## config.mk

```make
export PLATFORM = sky130hd
export DESIGN_NAME = vc_input_unit
export DESIGN_NICKNAME = d
export VERILOG_FILES = /design/src/rtl/router_pkg.sv /design/src/rtl/vc_fifo.sv /design/src/rtl/vc_input_unit.sv
export SDC_FILE = /design/constraint.sdc
export NUM_CORES = 1
export LEC_CHECK = 0
export ABC_CLOCK_PERIOD_IN_PS = 3810
export CAP_MARGIN = 40
export CORE_MARGIN = 8
export CORE_UTILIZATION = 40
export DETAILED_ROUTE_END_ITERATION = 10
export GPL_TIMING_DRIVEN = 0
export HOLD_SLACK_MARGIN = 0.03
export PLACE_DENSITY_LB_ADDON = 0.05
export SLEW_MARGIN = 20
export SYNTH_ARGS = -nofsm -noshare
export SYNTH_HDL_FRONTEND = slang
export SYNTH_HIERARCHICAL = 1
export SYNTH_SLANG_ARGS = --single-unit
```

## constraint.sdc

```tcl
create_clock -name clk -period 3.81 [get_ports clk]
set_clock_uncertainty 0.05 [all_clocks]
set_input_delay 0.762 -clock clk [delete_from_list [all_inputs] [get_ports clk]]
set_output_delay 0.762 -clock clk [all_outputs]
set_load 0.02 [all_outputs]
```

## src/rtl/router_pkg.sv

```systemverilog
// rtl/router_pkg.sv - shared types and flit header layout for the router input port
//
// Purpose: flit type, direction and per-VC state enums plus header field
// offsets used by vc_input_unit and vc_fifo.
// Ports: none (package).
`ifndef FLIT_DATA_WIDTH
`define FLIT_DATA_WIDTH 32
`endif

package router_pkg;

    typedef enum logic [1:0] {
        BODY      = 2'b00,
        HEAD      = 2'b01,
        TAIL      = 2'b10,
        HEAD_TAIL = 2'b11
    } flit_type_e;

    typedef enum logic [2:0] {
        N     = 3'd0,
        S     = 3'd1,
        W     = 3'd2,
        E     = 3'd3,
        EJECT = 3'd4
    } dir_e;

    typedef enum logic [1:0] {
        IDLE,
        ROUTING,
        WAIT_VA,
        ACTIVE
    } vc_state_e;

    // Header: destination router id in the top bits, flit type right below it.
    localparam int FLIT_W    = `FLIT_DATA_WIDTH;
    localparam int DEST_MSB  = FLIT_W - 1;
    localparam int TYPE_BITS = 2;

    function automatic logic is_head(input flit_type_e t);
        return (t == HEAD) || (t == HEAD_TAIL);
    endfunction

    function automatic logic is_tail(input flit_type_e t);
        return (t == TAIL) || (t == HEAD_TAIL);
    endfunction

endpackage

```

## src/rtl/vc_fifo.sv

```systemverilog
// rtl/vc_fifo.sv - single virtual-channel circular flit buffer
//
// Purpose: DEPTH-entry circular buffer with simultaneous push/pop. A push
// while full is accepted only when a pop happens in the same cycle;
// otherwise it is dropped.
// Ports: clk, reset (async active-high), push/push_data (write), pop (read
// front), front (head-of-queue data), full, empty.
module vc_fifo #(
    parameter int DEPTH = 4,
    parameter int WIDTH = 32
) (
    input  logic             clk,
    input  logic             reset,
    input  logic             push,
    input  logic [WIDTH-1:0] push_data,
    input  logic             pop,
    output logic [WIDTH-1:0] front,
    output logic             full,
    output logic             empty
);

    localparam int PTR_W = (DEPTH > 1) ? $clog2(DEPTH) : 1;
    localparam int CNT_W = $clog2(DEPTH + 1);

    logic [WIDTH-1:0] mem [DEPTH];
    logic [PTR_W-1:0] wr_ptr;
    logic [PTR_W-1:0] rd_ptr;
    logic [CNT_W-1:0] count;
    logic             do_push;
    logic             do_pop;

    assign empty   = (count == '0);
    assign full    = (count == CNT_W'(DEPTH));
    assign do_pop  = pop && !empty;
    assign do_push = push && (!full || do_pop);
    assign front   = mem[rd_ptr];

    function automatic logic [PTR_W-1:0] wrap_inc(input logic [PTR_W-1:0] p);
        return (p == PTR_W'(DEPTH - 1)) ? '0 : p + 1'b1;
    endfunction

    always_ff @(posedge clk or posedge reset) begin
        if (reset) begin
            wr_ptr <= '0;
            rd_ptr <= '0;
            count  <= '0;
        end else begin
            if (do_push) wr_ptr <= wrap_inc(wr_ptr);
            if (do_pop)  rd_ptr <= wrap_inc(rd_ptr);
            case ({do_push, do_pop})
                2'b10:   count <= count + 1'b1;
                2'b01:   count <= count - 1'b1;
                default: count <= count;
            endcase
        end
    end

    // Storage is not reset; contents are only meaningful below count.
    always_ff @(posedge clk) begin
        if (do_push) mem[wr_ptr] <= push_data;
    end

endmodule

```

## src/rtl/vc_input_unit.sv

```systemverilog
// rtl/vc_input_unit.sv - mesh router input port with per-VC FIFOs, XY routing and VA/SA handshake
//
// Purpose: buffers incoming flits per VC, computes the XY output port for
// each packet, requests an output VC then the crossbar, and launches
// granted flits with their downstream VC while returning a credit.
// Ports: clk, reset (async active-high); in_flit/in_valid/in_vc (arrivals);
// credit_valid/credit_vc (upstream credit); va_req/va_port/va_grant/
// va_out_vc (VC allocation); sa_req/sa_grant/credit_ok (switch allocation);
// out_flit/out_valid/out_port/out_vc (departures).
// Optional: ROUTER_IP_OVERFLOW_CHECK_EN adds sticky ovf_err for writes to a
// full VC and multi-hot sa_grant.
`ifndef FLIT_DATA_WIDTH
`define FLIT_DATA_WIDTH 32
`endif

module vc_input_unit
    import router_pkg::*;
#(
    parameter int NUM_PORTS      = 5,
    parameter int NUM_VC         = 4,
    parameter int VC_DEPTH       = 4,
    parameter int NUM_ROUTERS    = 16,
    parameter int ROUTER_PER_ROW = 4,
    parameter int ROUTER_ID      = 0,
    parameter int ROUTER_ID_BITS = $clog2(NUM_ROUTERS),
    parameter int VC_BITS        = $clog2(NUM_VC)
) (
    input  logic                         clk,
    input  logic                         reset,
    input  logic [`FLIT_DATA_WIDTH-1:0]  in_flit,
    input  logic                         in_valid,
    input  logic [VC_BITS-1:0]           in_vc,
    output logic                         credit_valid,
    output logic [VC_BITS-1:0]           credit_vc,
    output logic [NUM_VC-1:0]            va_req,
    output logic [NUM_VC*NUM_PORTS-1:0]  va_port,
    input  logic [NUM_VC-1:0]            va_grant,
    input  logic [NUM_VC*VC_BITS-1:0]    va_out_vc,
    output logic [NUM_VC-1:0]            sa_req,
    input  logic [NUM_VC-1:0]            sa_grant,
    input  logic [NUM_VC-1:0]            credit_ok,
    output logic [`FLIT_DATA_WIDTH-1:0]  out_flit,
    output logic                         out_valid,
    output logic [NUM_PORTS-1:0]         out_port,
    output logic [VC_BITS-1:0]           out_vc
`ifdef ROUTER_IP_OVERFLOW_CHECK_EN
    ,
    output logic                         ovf_err
`endif
);

    localparam int TYPE_MSB = DEST_MSB - ROUTER_ID_BITS;
    localparam int OWN_ROW  = ROUTER_ID / ROUTER_PER_ROW;
    localparam int OWN_COL  = ROUTER_ID % ROUTER_PER_ROW;

    vc_state_e            state     [NUM_VC];
    vc_state_e            state_nxt [NUM_VC];
    logic [NUM_PORTS-1:0] route     [NUM_VC];
    logic [VC_BITS-1:0]   alloc_vc  [NUM_VC];
    logic [FLIT_W-1:0]    front     [NUM_VC];
    logic [NUM_VC-1:0]    push, pop, full, empty, head_at_front, tail_at_front;
    logic                 sel_valid;
    logic [VC_BITS-1:0]   sel_vc;

    // Dimension-ordered routing: resolve the column first, then the row.
    function automatic logic [NUM_PORTS-1:0] xy_route(input logic [ROUTER_ID_BITS-1:0] dest);
        int row;
        int col;
        row = int'(dest) / ROUTER_PER_ROW;
        col = int'(dest) % ROUTER_PER_ROW;
        xy_route = '0;
        if (col < OWN_COL)      xy_route[W]     = 1'b1;
        else if (col > OWN_COL) xy_route[E]     = 1'b1;
        else if (row < OWN_ROW) xy_route[N]     = 1'b1;
        else if (row > OWN_ROW) xy_route[S]     = 1'b1;
        else                    xy_route[EJECT] = 1'b1;
    endfunction

    for (genvar v = 0; v < NUM_VC; v++) begin : g_vc
        assign push[v] = in_valid && (in_vc == VC_BITS'(v));

        vc_fifo #(
            .DEPTH (VC_DEPTH),
            .WIDTH (FLIT_W)
        ) u_fifo (
            .clk       (clk),
            .reset     (reset),
            .push      (push[v]),
            .push_data (in_flit),
            .pop       (pop[v]),
            .front     (front[v]),
            .full      (full[v]),
            .empty     (empty[v])
        );

        assign head_at_front[v] = is_head(flit_type_e'(front[v][TYPE_MSB -: TYPE_BITS]));
        assign tail_at_front[v] = is_tail(flit_type_e'(front[v][TYPE_MSB -: TYPE_BITS]));
    end

    always_comb begin
        va_req  = '0;
        va_port = '0;
        sa_req  = '0;
        for (int v = 0; v < NUM_VC; v++) begin
            if (state[v] == WAIT_VA) begin
                va_req[v] = 1'b1;
                va_port[v*NUM_PORTS +: NUM_PORTS] = route[v];
            end
            if (state[v] == ACTIVE) sa_req[v] = !empty[v] && credit_ok[v];
        end
    end

    // Only grants that meet a live request count; a multi-hot grant still
    // launches a single flit (lowest VC) since there is one output register.
    always_comb begin
        sel_valid = 1'b0;
        sel_vc    = '0;
        pop       = '0;
        for (int v = NUM_VC - 1; v >= 0; v--) begin
            if (sa_grant[v] && sa_req[v]) begin
                sel_valid = 1'b1;
                sel_vc    = VC_BITS'(v);
            end
        end
        pop[sel_vc] = sel_valid;
    end

    always_comb begin
        for (int v = 0; v < NUM_VC; v++) begin
            state_nxt[v] = state[v];
            case (state[v])
                // A body flit at the front of an idle VC is a protocol error; it stays parked.
                IDLE:    if (!empty[v] && head_at_front[v]) state_nxt[v] = ROUTING;
                ROUTING: state_nxt[v] = WAIT_VA;
                WAIT_VA: if (va_grant[v]) state_nxt[v] = ACTIVE;
                ACTIVE:  if (pop[v] && tail_at_front[v]) state_nxt[v] = IDLE;
                default: state_nxt[v] = IDLE;
            endcase
        end
    end

    always_ff @(posedge clk or posedge reset) begin
        if (reset) begin
            for (int v = 0; v < NUM_VC; v++) begin
                state[v]    <= IDLE;
                route[v]    <= '0;
                alloc_vc[v] <= '0;
            end
            out_valid    <= 1'b0;
            credit_valid <= 1'b0;
            out_flit     <= '0;
            out_port     <= '0;
            out_vc       <= '0;
            credit_vc    <= '0;
        end else begin
            for (int v = 0; v < NUM_VC; v++) begin
                state[v] <= state_nxt[v];
                if (state[v] == ROUTING)
                    route[v] <= xy_route(front[v][DEST_MSB -: ROUTER_ID_BITS]);
                if (state[v] == WAIT_VA && va_grant[v])
                    alloc_vc[v] <= va_out_vc[v*VC_BITS +: VC_BITS];
            end
            out_valid    <= sel_valid;
            credit_valid <= sel_valid;
            if (sel_valid) begin
                out_flit  <= front[sel_vc];
                out_port  <= route[sel_vc];
                out_vc    <= alloc_vc[sel_vc];
                credit_vc <= sel_vc;
            end
        end
    end

`ifdef ROUTER_IP_OVERFLOW_CHECK_EN
    always_ff @(posedge clk or posedge reset) begin
        if (reset) begin
            ovf_err <= 1'b0;
        end else if ((in_valid && full[in_vc] && !pop[in_vc]) || ($countones(sa_grant) > 1)) begin
            ovf_err <= 1'b1;
        end
    end
`endif

endmodule

```

# Yosys cells after proc, flatten, opt, wreduce, memory -nomap -nowiden
# Memories as Yosys holds them, arrays and structs flattened.
# Cells that the tools add are included.
# totals
ff_bits,106
ramBits,512
input_bits,57
output_inout_bits,71
memories,4
# mem_list
name,words,width,rd,rd_ports_with_merged_regs,wr,line_no,source
g_vc[0].u_fifo.mem,4,32,1,0,1,vc_fifo.sv:25,logic [WIDTH-1:0] mem [DEPTH];
g_vc[1].u_fifo.mem,4,32,1,0,1,vc_fifo.sv:25,
g_vc[2].u_fifo.mem,4,32,1,0,1,vc_fifo.sv:25,
g_vc[3].u_fifo.mem,4,32,1,0,1,vc_fifo.sv:25,
# classes
n_bitwise,2
magnitude_cmp,19
eq_ne,59
n_addsub,16
reduce_logical,70
mux,111
# ops
op,count
2-to-1 mux 2 bit,38
binary-select mux 32 bit (select 2 bit),1
2-to-1 mux 32 bit,2
equality test 2 bit (second input constant),30
2-to-1 mux 1 bit,53
logical AND 1 bit,33
one-hot mux 2 bit (4 select lines),4
2-to-1 mux 5 bit,6
equality test 2 x 1 -> 1 bit (second input constant),13
one-hot mux 3 bit (2 select lines),4
adder 2 x 1 -> 2 bit (second input constant),8
> comparator 2 x 1 -> 1 bit (second input constant),8
less-than comparator 2 x 1 -> 1 bit (second input constant),8
!= test 2 bit (second input constant),8
adder 3 x 1 -> 3 bit (second input constant),4
equality test 3 bit (second input constant),4
logical NOT 3 bit,4
logical OR 1 bit,12
AND reduction 3 bit,4
subtractor 3 x 1 -> 3 bit (second input constant),4
binary-select mux 5 bit (select 2 bit),1
logical NOT 2 bit,5
logical NOT 1 bit,8
!= test 2 x 1 -> 1 bit (second input constant),4
other kinds (8),11

# Longest topological paths before layout
# Gate-level depths: netlist of the first run.
# depth
word_depth,19
depth_mapped,12

# Modules after synthesis
# Netlist of the first run, hierarchy kept.
# modules_own_cells
mod,instances,seq_area_each_um2,area_per_inst_um2,cells_per_inst
vc_fifo,4,4018.9,5154.9,225
vc_input_unit,1,1701.6,4151.5,361

# Worst setup path before layout of the first run
# No wires, ideal clock.
# synth_path
path_kind,flip-flop to flip-flop
from,register g_vc[0].u_fifo.count[0]
to,memory g_vc[1].u_fifo.mem[0][0] (enable)
required_time_ns,3.386
t_arrival_ns,2.578
path_stages_with_launch,10
n_path_buf,2
setup_slack_ns,0.808
synth_period_minus_slack_ns,3.002
path_cell_list,dfrtp_1 > or3_2 > inv_1 > nand4b_2 > inv_2 > nor2_2 > buf_2 > buf_6 > o21a_4 > and2_2
# synth_via
elab_chain_cells,16
word_cells_on_any_way,18
cone_classes,order compare (2); mux (7); bitwise (1); reduce/logical (8)
# synth_lines
element,line_no,source
from (decl),vc_fifo.sv:28,logic [CNT_W-1:0] count;
from (signal assigned),vc_fifo.sv:51,2'b10: count <= count + 1'b1;
from (signal assigned),vc_fifo.sv:52,2'b01: count <= count - 1'b1;
from (signal assigned),vc_fifo.sv:53,default: count <= count;
logical NOT 3 bit *,vc_fifo.sv:32,assign empty = (count == '0);
net empty[0],vc_input_unit.sv:61,"logic [NUM_VC-1:0] push, pop, full, empty, head_at_front, tail_at_front;"
logical NOT 1 bit *,vc_input_unit.sv:109,if (state[v] == ACTIVE) sa_req[v] = !empty[v] && credit_ok[v];
logical AND 1 bit *,vc_input_unit.sv:109,
2-to-1 mux 1 bit *,vc_input_unit.sv:109,
logical AND 1 bit *,vc_input_unit.sv:120,if (sa_grant[v] && sa_req[v]) begin
2-to-1 mux 2 bit,vc_input_unit.sv:120,
less-than comparator 2 x 3 -> 1 bit (implied by the code) or >= comparator 2 x 1 -> 1 bit (tied branches),vc_input_unit.sv:125,pop[sel_vc] = sel_valid;
[... 2 more ...],n/a,
demux 1 bit (select 2 bit),vc_input_unit.sv:125,
AND 4 bit (no line) *,n/a,
net pop[1],vc_input_unit.sv:61,
logical AND 1 bit *,vc_fifo.sv:34,assign do_pop = pop && !empty;
logical OR 1 bit *,vc_fifo.sv:35,assign do_push = push && (!full || do_pop);
logical AND 1 bit *,vc_fifo.sv:35,
2-to-1 mux 1 bit *,vc_fifo.sv:60,if (do_push) mem[wr_ptr] <= push_data;
2-to-1 mux 1 bit (implied by the code) *,vc_fifo.sv:60,
to (decl),vc_fifo.sv:25,
# The timed path passes the listed nets; every way through them passes the cells marked *.

# Final worst setup path of the first run
# layout_path
from,register g_vc[0].u_fifo.count[0]
to,memory g_vc[1].u_fifo.mem[2][31] (enable)
# Same word-level chain as after synthesis.

==> run summary, run 1 <==
Worst Setup Slack, final -> 171 ps
Skew-Pair Late Insertion Delay -> 600 ps
drt first pass iters -> 5
# H-tree levels -> 3
P&R area growth vs syn -> 18.7%
Final HPWL DP -> 38.7 mm
critical path endpoint category -> flip-flop
Detailed Route WL -> 68.9 mm
Arr. time, crit path -> 3810 ps
GPL Wtd Cong -> 0.751
Placed Cells -> 2183
Slew Limit Fails -> 0
Reg2Reg Depth -> 9
largest net degree at the start of global routing -> 48
GRT Total Usage -> 19.3%
via count -> 13081
Mapped Area -> 24800 um2
FP Rows -> 91
Clock Tree Buf Depth -> 3
Vias/cell -> 5.64
Tightest Pin Transition -> 880 ps
period utilisation layout -> 95.5%
DRT iter0 DRCs -> 1036
global-route wire length before repair -> 97.4 mm
I/O pin count -> 128
core area -> 61500 um2
# Post-CTS Setup Buffers -> 0
initial antenna violation count -> 8
hold path cells -> 1
RSZ-0062 raised after global routing -> false
Syn Area/Cell -> 19.7 um2
fin nets -> 1570
crit path launch type -> flip-flop
CTS tree -> done
Worst VDD drop -> 0.376 mV
I/O Buffers -> 117
Num CTS Buffers -> 68
WP data required -> 3980 ps
fmax -> 275 MHz
Clock Sinks -> 608
DRC viols -> 0
die area -> 70100 um2
vias in the first global route -> 13413
utilization after layout -> 47.8%
HP Class -> reg2reg
Lkg Pwr -> 10.0 nW
Finished Layout Cells -> 2318
layout cells sized above 1 -> 26.5%
Die W -> 265 um
Die H -> 265 um
Max-slew headroom -> 41.3%
Period minus WS final -> 3640 ps
Tot Pwr -> 21.1 mW
starting density of the core -> 40.3%
Cell Pwr Density -> 718 nW/um2
Root Buffer -> clkbuf_16
setup TNS -> 0 ps
final setup violating endpoints -> 0
Clk pin slew, worst setup/hold paths -> 60 ps
status -> finished, final reports clean
Synth Warn # -> 6
final hold vios -> 0
Max Cap Viol -> 0
pre-CTS setup slack -> -396 ps
Crit Path Class -> reg2reg
crit path max fanout -> 32
antenna-violating nets left -> 0
WL/cell -> 29.7 um
Cells after Synth -> 1257
GR Overflow Total -> 0
[timing repair]
action / 4_1_cts / 5_1_grt
cloned: 4 / 3
pin swaps: 5 / 2
setup endpoints to repair: 264 / 176
resized for setup: 5 / 5
hold buffers: 0 / 0
[per-layer routing]
layer	track usage [%]	vias up	share of wire [%]
met1	26.7	7021	44
met3	4.11	101	6.1
met5	0	-	0.039
met2	30.5	411	47
li1	-	5542	-
met4	6.17	6	2.6
[power breakdown]
group / switching, mW / internal (mW)
Combinational: 3.31 / 2.76
Clock: 2.67 / 3.82
Sequential: 0.518 / 8.02
[state kept, by name (all words and copies together) (netlist names)]
signal and count:
alloc_vc 8, credit_vc 2, g_vc.u_fifo/count 12, g_vc.u_fifo/mem 512, g_vc.u_fifo/rd_ptr 8, g_vc.u_fifo/wr_ptr 8
out_flit 32, out_port 3, out_valid 1, out_vc 2, route 12, state 8
[worst paths after layout]
check | from | endpoint | slack [ps]
worst max-delay path | g_vc[0].u_fifo/count[0]$_DFFE_PP0P_ | g_vc[1].u_fifo/mem[2][31]$_DFFE_PP_ | 170
worst min-delay path | alloc_vc[1]$_DFFE_PP0P_ | alloc_vc[1]$_DFFE_PP0P_ | 460
worst max register to register | g_vc[0].u_fifo/count[0]$_DFFE_PP0P_ | g_vc[1].u_fifo/mem[2][31]$_DFFE_PP_ | 170
worst min register to register | alloc_vc[1]$_DFFE_PP0P_ | alloc_vc[1]$_DFFE_PP0P_ | 460
max in group asynchronous | reset | alloc_vc[3]$_DFFE_PP0P_ | 2470
min in group asynchronous | reset | g_vc[2].u_fifo/count[1]$_DFFE_PP0P_ | 600
[cell usage in the layout, fill, tap and decap left out, drive strengths merged, types with 40 or more instances in the layout]
master and n:
buf 64, clkbuf 104, clkdlybuf4s50 117, dfrtp 96
edfxtp 512, ha 40, inv 49, mux4 128
nor2 44
[worst max-delay path, stage by stage, from the launching register on]
cell and delay [ps]:
dfrtp_1 450, or3_2 550, inv_2 140, nand4b_2 220, inv_2 150, nor2_4 390, buf_6 240, buf_6 160
o21a_4 240, and2_4 620
[metrics by stage]
stage	area, um2	hold slack, ps
floorplan	24800	430
global placement	26900	441
detailed placement	27100	448
CTS	29400	463
global route	29400	481
finish	29400	459
[final cells by class]
class,instances,area (um2)
diodes,5,12.5
plain buffers,72,443
clock buffers,86,1820
clock inverters,38,374
fillers,5219,32100
inverters,46,178
multi-input cells,546,6490
flip-flops and latches,608,17800
well taps,790,988
repair buffers,127,1310
Power figures use the tool's default switching activity.
==> run 2, diff against run 1 <==
--- a/config.mk
+++ b/config.mk
@@ -9,6 +9,7 @@
 export CAP_MARGIN = 40
 export CORE_MARGIN = 8
 export CORE_UTILIZATION = 40
+export CTS_CLUSTER_SIZE = 12
 export DETAILED_ROUTE_END_ITERATION = 10
 export GPL_TIMING_DRIVEN = 0
 export HOLD_SLACK_MARGIN = 0.03
==> run 2 against run 1 <==
Net effect:
- final cell count is 0.39% higher
- combinational power hardly changed
- register-to-register slack hardly changed
- die area stayed put
- non-clock buffer count is 12 higher
- design area is 0.54% higher
- power is 0.22% higher
- routed wire length is 1.5% lower
- critical path type unchanged
- setup slack better by 14 ps
- critical endpoint is now g_vc[3].u_fifo/mem[2][0]$_DFFE_PP_
==> run summary, run 2 (synthesized netlist as in run 1, its figures left out) <==
status -> finished, final reports clean
Die H -> 265 um
Period minus WS final -> 3630 ps
FP Rows -> 91
Num CTS Buffers -> 68
setup TNS -> 0 ps
most common cell after layout, fill and taps aside -> edfxtp_1
initial antenna violation count -> 8
Skew-Pair Late Insertion Delay -> 600 ps
max reg flops -> 512
WL/cell -> 29.2 um
layout cells sized above 1 -> 26.3%
crit path max fanout -> 32
# fillers -> 5196
final hold vios -> 0
antenna-violating nets left -> 0
Die W -> 265 um
critical path's top delay family -> simple AND/OR/NAND/NOR gates
fmax -> 276 MHz
Biggest register -> g_vc.u_fifo/mem
DP Area -> 27100 um2
Clk pin slew, worst setup/hold paths -> 60 ps
P&R area growth vs syn -> 19.4%
CP max stage delay -> 620 ps
HP Class -> reg2reg
GR Overflow Total -> 0
Cell Pwr Density -> 716 nW/um2
Hold Buf Count CTS -> 0
CP bufs+invs -> 3
slowest cell on the critical path -> and2_4
Max Cap Viol -> 0
Tightest Pin Transition -> 830 ps
fin nets -> 1579
Final HPWL DP -> 38.7 mm
DRT iter0 DRCs -> 959
# H-tree levels -> 3
Max-slew headroom -> 44.7%
WP data required -> 3980 ps
DRC viols -> 0
core area -> 61500 um2
Root Buffer -> clkbuf_16
final instance area -> 29500 um2
Detailed Route WL -> 67.9 mm
Largest regs -> g_vc.u_fifo/mem (512), out_flit (32)
I/O Buffers -> 117
die area -> 70100 um2
final setup violating endpoints -> 0
drt first pass iters -> 5
Worst VDD drop -> 0.329 mV
most frequent cells in the layout -> edfxtp_1 (512), mux4_2 (128), clkdlybuf4s50_1 (117)
vias in the first global route -> 13426
via count -> 12955
period utilisation layout -> 95.2%
critical path endpoint category -> flip-flop
CTS tree -> done
crit path cell chain -> or3_2, inv_1, nand4b_1, nand2_1, clkbuf_2, nor2_1, buf_6, o21a_4, and2_4
global-route wire length before repair -> 97.6 mm
RSZ-0062 raised after global routing -> false
Lkg Pwr -> 10.1 nW
starting density of the core -> 40.3%
crit path launch type -> flip-flop
largest net degree at the start of global routing -> 48
Vias/cell -> 5.57
Crit Path Class -> reg2reg
Slew Limit Fails -> 0
Arr. time, crit path -> 3790 ps
GRT Total Usage -> 19.3%
Clock Sinks -> 608
Clock Tree Buf Depth -> 3
I/O pin count -> 128
GPL Wtd Cong -> 0.751
utilization after layout -> 48.1%
[run 2: cell count changes in the layout (fill, tap and decap cells not counted), sizes merged]
cell      before  now
clkinvlp       3    0
bufinv         6    7
and2          35   32
clkbuf       104  113
clkinv        26   19
buf           64   76
[run 2: report_power, final]
group | internal, mW | switching [mW] | total, mW
clock | 3.91 | 2.64 | 6.55
combinational | 2.78 | 3.29 | 6.07
sequential | 8.02 | 0.517 | 8.54
total | 14.7 | 6.45 | 21.1
[run 2: worst paths after layout]
kind,slack [ps],startpoint,cells after the start,to
worst max-delay path,180,g_vc[2].u_fifo/count[0]$_DFFE_PP0P_,9,g_vc[3].u_fifo/mem[2][0]$_DFFE_PP_
worst min-delay path,460,alloc_vc[5]$_DFFE_PP0P_,1,alloc_vc[5]$_DFFE_PP0P_
worst max register to register,180,g_vc[2].u_fifo/count[0]$_DFFE_PP0P_,9,g_vc[3].u_fifo/mem[2][0]$_DFFE_PP_
worst min register to register,460,alloc_vc[5]$_DFFE_PP0P_,1,alloc_vc[5]$_DFFE_PP0P_
max in group asynchronous,2460,reset,3,alloc_vc[4]$_DFFE_PP0P_
min in group asynchronous,600,reset,2,g_vc[2].u_fifo/rd_ptr[0]$_DFFE_PP0N_
[run 2: area by class of cell]
| type | instances | area, um2 | share of cell area (%) |
|---|---|---|---|
| clock inverter | 29 | 342 | 1.16 |
| timing repair buffer | 139 | 1490 | 5.04 |
| tap | 790 | 988 | 3.35 |
| clock buffer | 95 | 1860 | 6.31 |
| buffer | 72 | 437 | 1.48 |
| sequential | 608 | 17800 | 60.2 |
| multi-input combinational | 543 | 6460 | 21.9 |
| inverter | 46 | 178 | 0.601 |
| antenna | 5 | 12.5 | 0.0423 |
[run 2: routing by layer]
layer  share of wire, %  track usage (%)  up-vias
met5              0.050                0        -
met4                2.2             5.56        6
met3                5.5             3.82       77
met2                 47             31.0      355
met1                 45             26.8     6964
li1                   -                -     5553
[run 2: through the flow]
stage	cells	hold slack, ps	power [mW]	setup slack, ps
finish	2327	460	21.1	185
CTS	2310	463	21.4	7.44
detailed placement	2183	448	14.7	-396
global route	2323	480	22.1	1.84
global placement	2173	441	14.6	-1120
floorplan	1266	430	12.4	808
[run 2: worst reg2reg max path: cells and delay by family, from the launching register on]
| kind | cells | cell delay, ps |
|---|---|---|
| buffers and inverters | 3 | 640 |
| AND/OR/NAND/NOR | 5 | 1910 |
| AO/OA/AOI/OAI | 1 | 180 |
| flip-flops | 1 | 430 |
[run 2: what timing repair did]
item	CTS	global route
pin swaps	6	1
endpoints found under the setup margin	284	130
buffers inserted	0	12
resized for setup	6	0
gates cloned	4	0
==> run 3, diff against run 2 <==
--- a/config.mk
+++ b/config.mk
@@ -9,6 +9,7 @@
 export CAP_MARGIN = 40
 export CORE_MARGIN = 8
 export CORE_UTILIZATION = 40
+export CTS_BUF_LIST = sky130_fd_sc_hd__clkbuf_4 sky130_fd_sc_hd__clkbuf_8
 export CTS_CLUSTER_SIZE = 12
 export DETAILED_ROUTE_END_ITERATION = 10
 export GPL_TIMING_DRIVEN = 0
@@ -19,3 +20,4 @@
 export SYNTH_HDL_FRONTEND = slang
 export SYNTH_HIERARCHICAL = 1
 export SYNTH_SLANG_ARGS = --single-unit
+export TNS_END_PERCENT = 50
==> run 3 against run 2 <==
Net effect:
- sequential power hardly changed
- critical path depth stayed put
- power decreased by 3.6%
- global-route usage barely moved
- highest routed layer unchanged
- design area is 0.89% lower
- combinational power decreased by 0.7%
- clock power decreased by 11%
- count of clock-buffer cells in the layout up 62
- flip-flop and latch count unchanged
- sequential share of layout area rose by 0.54 points
- utilization fell by 0.43 points
==> run summary, run 3 (synthesized netlist as in run 1, its figures left out) <==
status -> finished, final reports clean
Lkg Pwr -> 10.1 nW
Root Buffer -> clkbuf_8
Largest regs -> g_vc.u_fifo/mem (512), out_flit (32)
R2R setup slack -> 130 ps
Flop pwr share -> 41.9%
fin nets -> 1607
Arr. time, crit path -> 3930 ps
Clock Sinks -> 608
Die W -> 265 um
FP Rows -> 91
utilization after layout -> 47.6%
Worst VDD drop -> 0.327 mV
Max-slew headroom -> 41.7%
P&R area growth vs syn -> 18.3%
critical path endpoint category -> flip-flop
# fillers -> 5280
Tot Pwr -> 20.4 mW
global-route wire length before repair -> 97.8 mm
crit path max fanout -> 32
Detailed Route WL -> 67.6 mm
internal power -> 13.9 mW
vias in the first global route -> 13701
RSZ-0062 raised after global routing -> false
Final HPWL DP -> 38.7 mm
WP data required -> 4070 ps
FF+latch area -> 17800 um2
period utilisation layout -> 96.5%
starting density of the core -> 40.3%
Worst Setup Slack, final -> 133 ps
Crit Path Class -> reg2reg
Hold Buf Count CTS -> 0
pre-CTS setup slack -> -396 ps
largest net degree at the start of global routing -> 48
Num CTS Buffers -> 103
Sw Ratio -> 31.7%
layout cells sized above 1 -> 29.9%
Max Cap Viol -> 0
via count -> 13030
drt first pass iters -> 7
I/O Buffers -> 117
Tightest Pin Transition -> 874 ps
crit path launch type -> flip-flop
GRT Total Usage -> 19.3%
Clock Tree Buf Depth -> 3
GPL Wtd Cong -> 0.751
final hold vios -> 0
Clk pin slew, worst setup/hold paths -> 60 ps
area of the multi-input gates -> 6460 um2
Skew-Pair Late Insertion Delay -> 700 ps
I/O pin count -> 128
Vias/cell -> 5.45
DRC viols -> 0
most frequent cells in the layout -> edfxtp_1 (512), mux4_2 (128), clkdlybuf4s50_1 (117)
antenna-violating nets left -> 0
die area -> 70100 um2
Comb power frac -> 29.6%
max reg flops -> 512
WL/cell -> 28.3 um
Die H -> 265 um
Net Sw Power -> 6.46 mW
GR Overflow Total -> 0
Period minus WS final -> 3680 ps
final setup violating endpoints -> 0
Biggest register -> g_vc.u_fifo/mem
Cell Pwr Density -> 696 nW/um2
most common cell after layout, fill and taps aside -> edfxtp_1
DRT iter0 DRCs -> 898
HP Class -> reg2reg
# H-tree levels -> 3
CTS tree -> done
core area -> 61500 um2
initial antenna violation count -> 9
Slew Limit Fails -> 0
fmax -> 272 MHz
clock share of power -> 28.6%
run 3: final timing paths:
check                                                         start                                    to  depth (start not counted)
worst max-delay path            g_vc[2].u_fifo/count[0]$_DFFE_PP0P_    g_vc[3].u_fifo/mem[2][2]$_DFFE_PP_                          9
worst min-delay path                        alloc_vc[5]$_DFFE_PP0P_               alloc_vc[5]$_DFFE_PP0P_                          1
worst max register to register  g_vc[2].u_fifo/count[0]$_DFFE_PP0P_    g_vc[3].u_fifo/mem[2][2]$_DFFE_PP_                          9
worst min register to register              alloc_vc[5]$_DFFE_PP0P_               alloc_vc[5]$_DFFE_PP0P_                          1
max in group asynchronous                                     reset               alloc_vc[3]$_DFFE_PP0P_                          3
min in group asynchronous                                     reset  g_vc[2].u_fifo/wr_ptr[0]$_DFFE_PP0P_                          2
run 3: metal layers:
metal	up-vias	global-route usage [%]	wire length [um]
met2	364	30.8	31900
li1	5632	-	-
met3	116	4.73	3870
met4	4	5.57	1720
met5	-	0	26
met1	6914	26.3	30100
run 3: timing repair:
item                                    4_1_cts  5_1_grt
buffers inserted                              0        4
resized for setup                             4        2
pin swaps                                     5        1
endpoints found under the setup margin      261      130
cloned                                        4        0
run 3: worst max-delay path, cell delays in order, from the launching register on:
cell and delay (ps):
dfrtp_1 430, or3_2 560, inv_1 200, nand4b_1 370, nand2_1 120, clkbuf_2 280, nor2_1 250, buf_6 180
o21a_4 180, and2_4 640
run 3: metrics by stage:
| stage | instance area [um2] | hold WS (ps) | std cells | TNS [ps] |
|---|---|---|---|---|
| 5_1_grt | 29300 | 479 | 2386 | 0 |
| 3_3_place_gp | 26900 | 441 | 2173 | -314050 |
| 6_report | 29300 | 459 | 2391 | 0 |
| 4_1_cts | 29200 | 459 | 2379 | -4020 |
| 3_5_place_dp | 27100 | 448 | 2183 | -91320 |
| 2_1_floorplan | 24800 | 430 | 1266 | 0 |
run 3: cell type report:
cell class | instances | area share, %
plain buffers | 72 | 1.49
multi-input cells | 543 | 22.1
inverters | 46 | 0.607
clock buffers | 157 | 6.40
clock inverters | 36 | 0.684
flip-flops and latches | 608 | 60.7
diodes | 7 | 0.0598
well taps | 790 | 3.38
repair buffers | 132 | 4.62
run 3: power groups by stage:
| stage | Clock [mW] | Sequential [mW] | Combinational, mW |
|---|---|---|---|
| after floorplan | 0 | 8.73 | 3.64 |
| after global placement | 0 | 8.66 | 5.91 |
| after detailed placement | 0 | 8.67 | 6.05 |
| after CTS | 5.99 | 8.55 | 6.14 |
| after global routing | 6.27 | 8.62 | 6.50 |
| final | 5.82 | 8.54 | 6.03 |
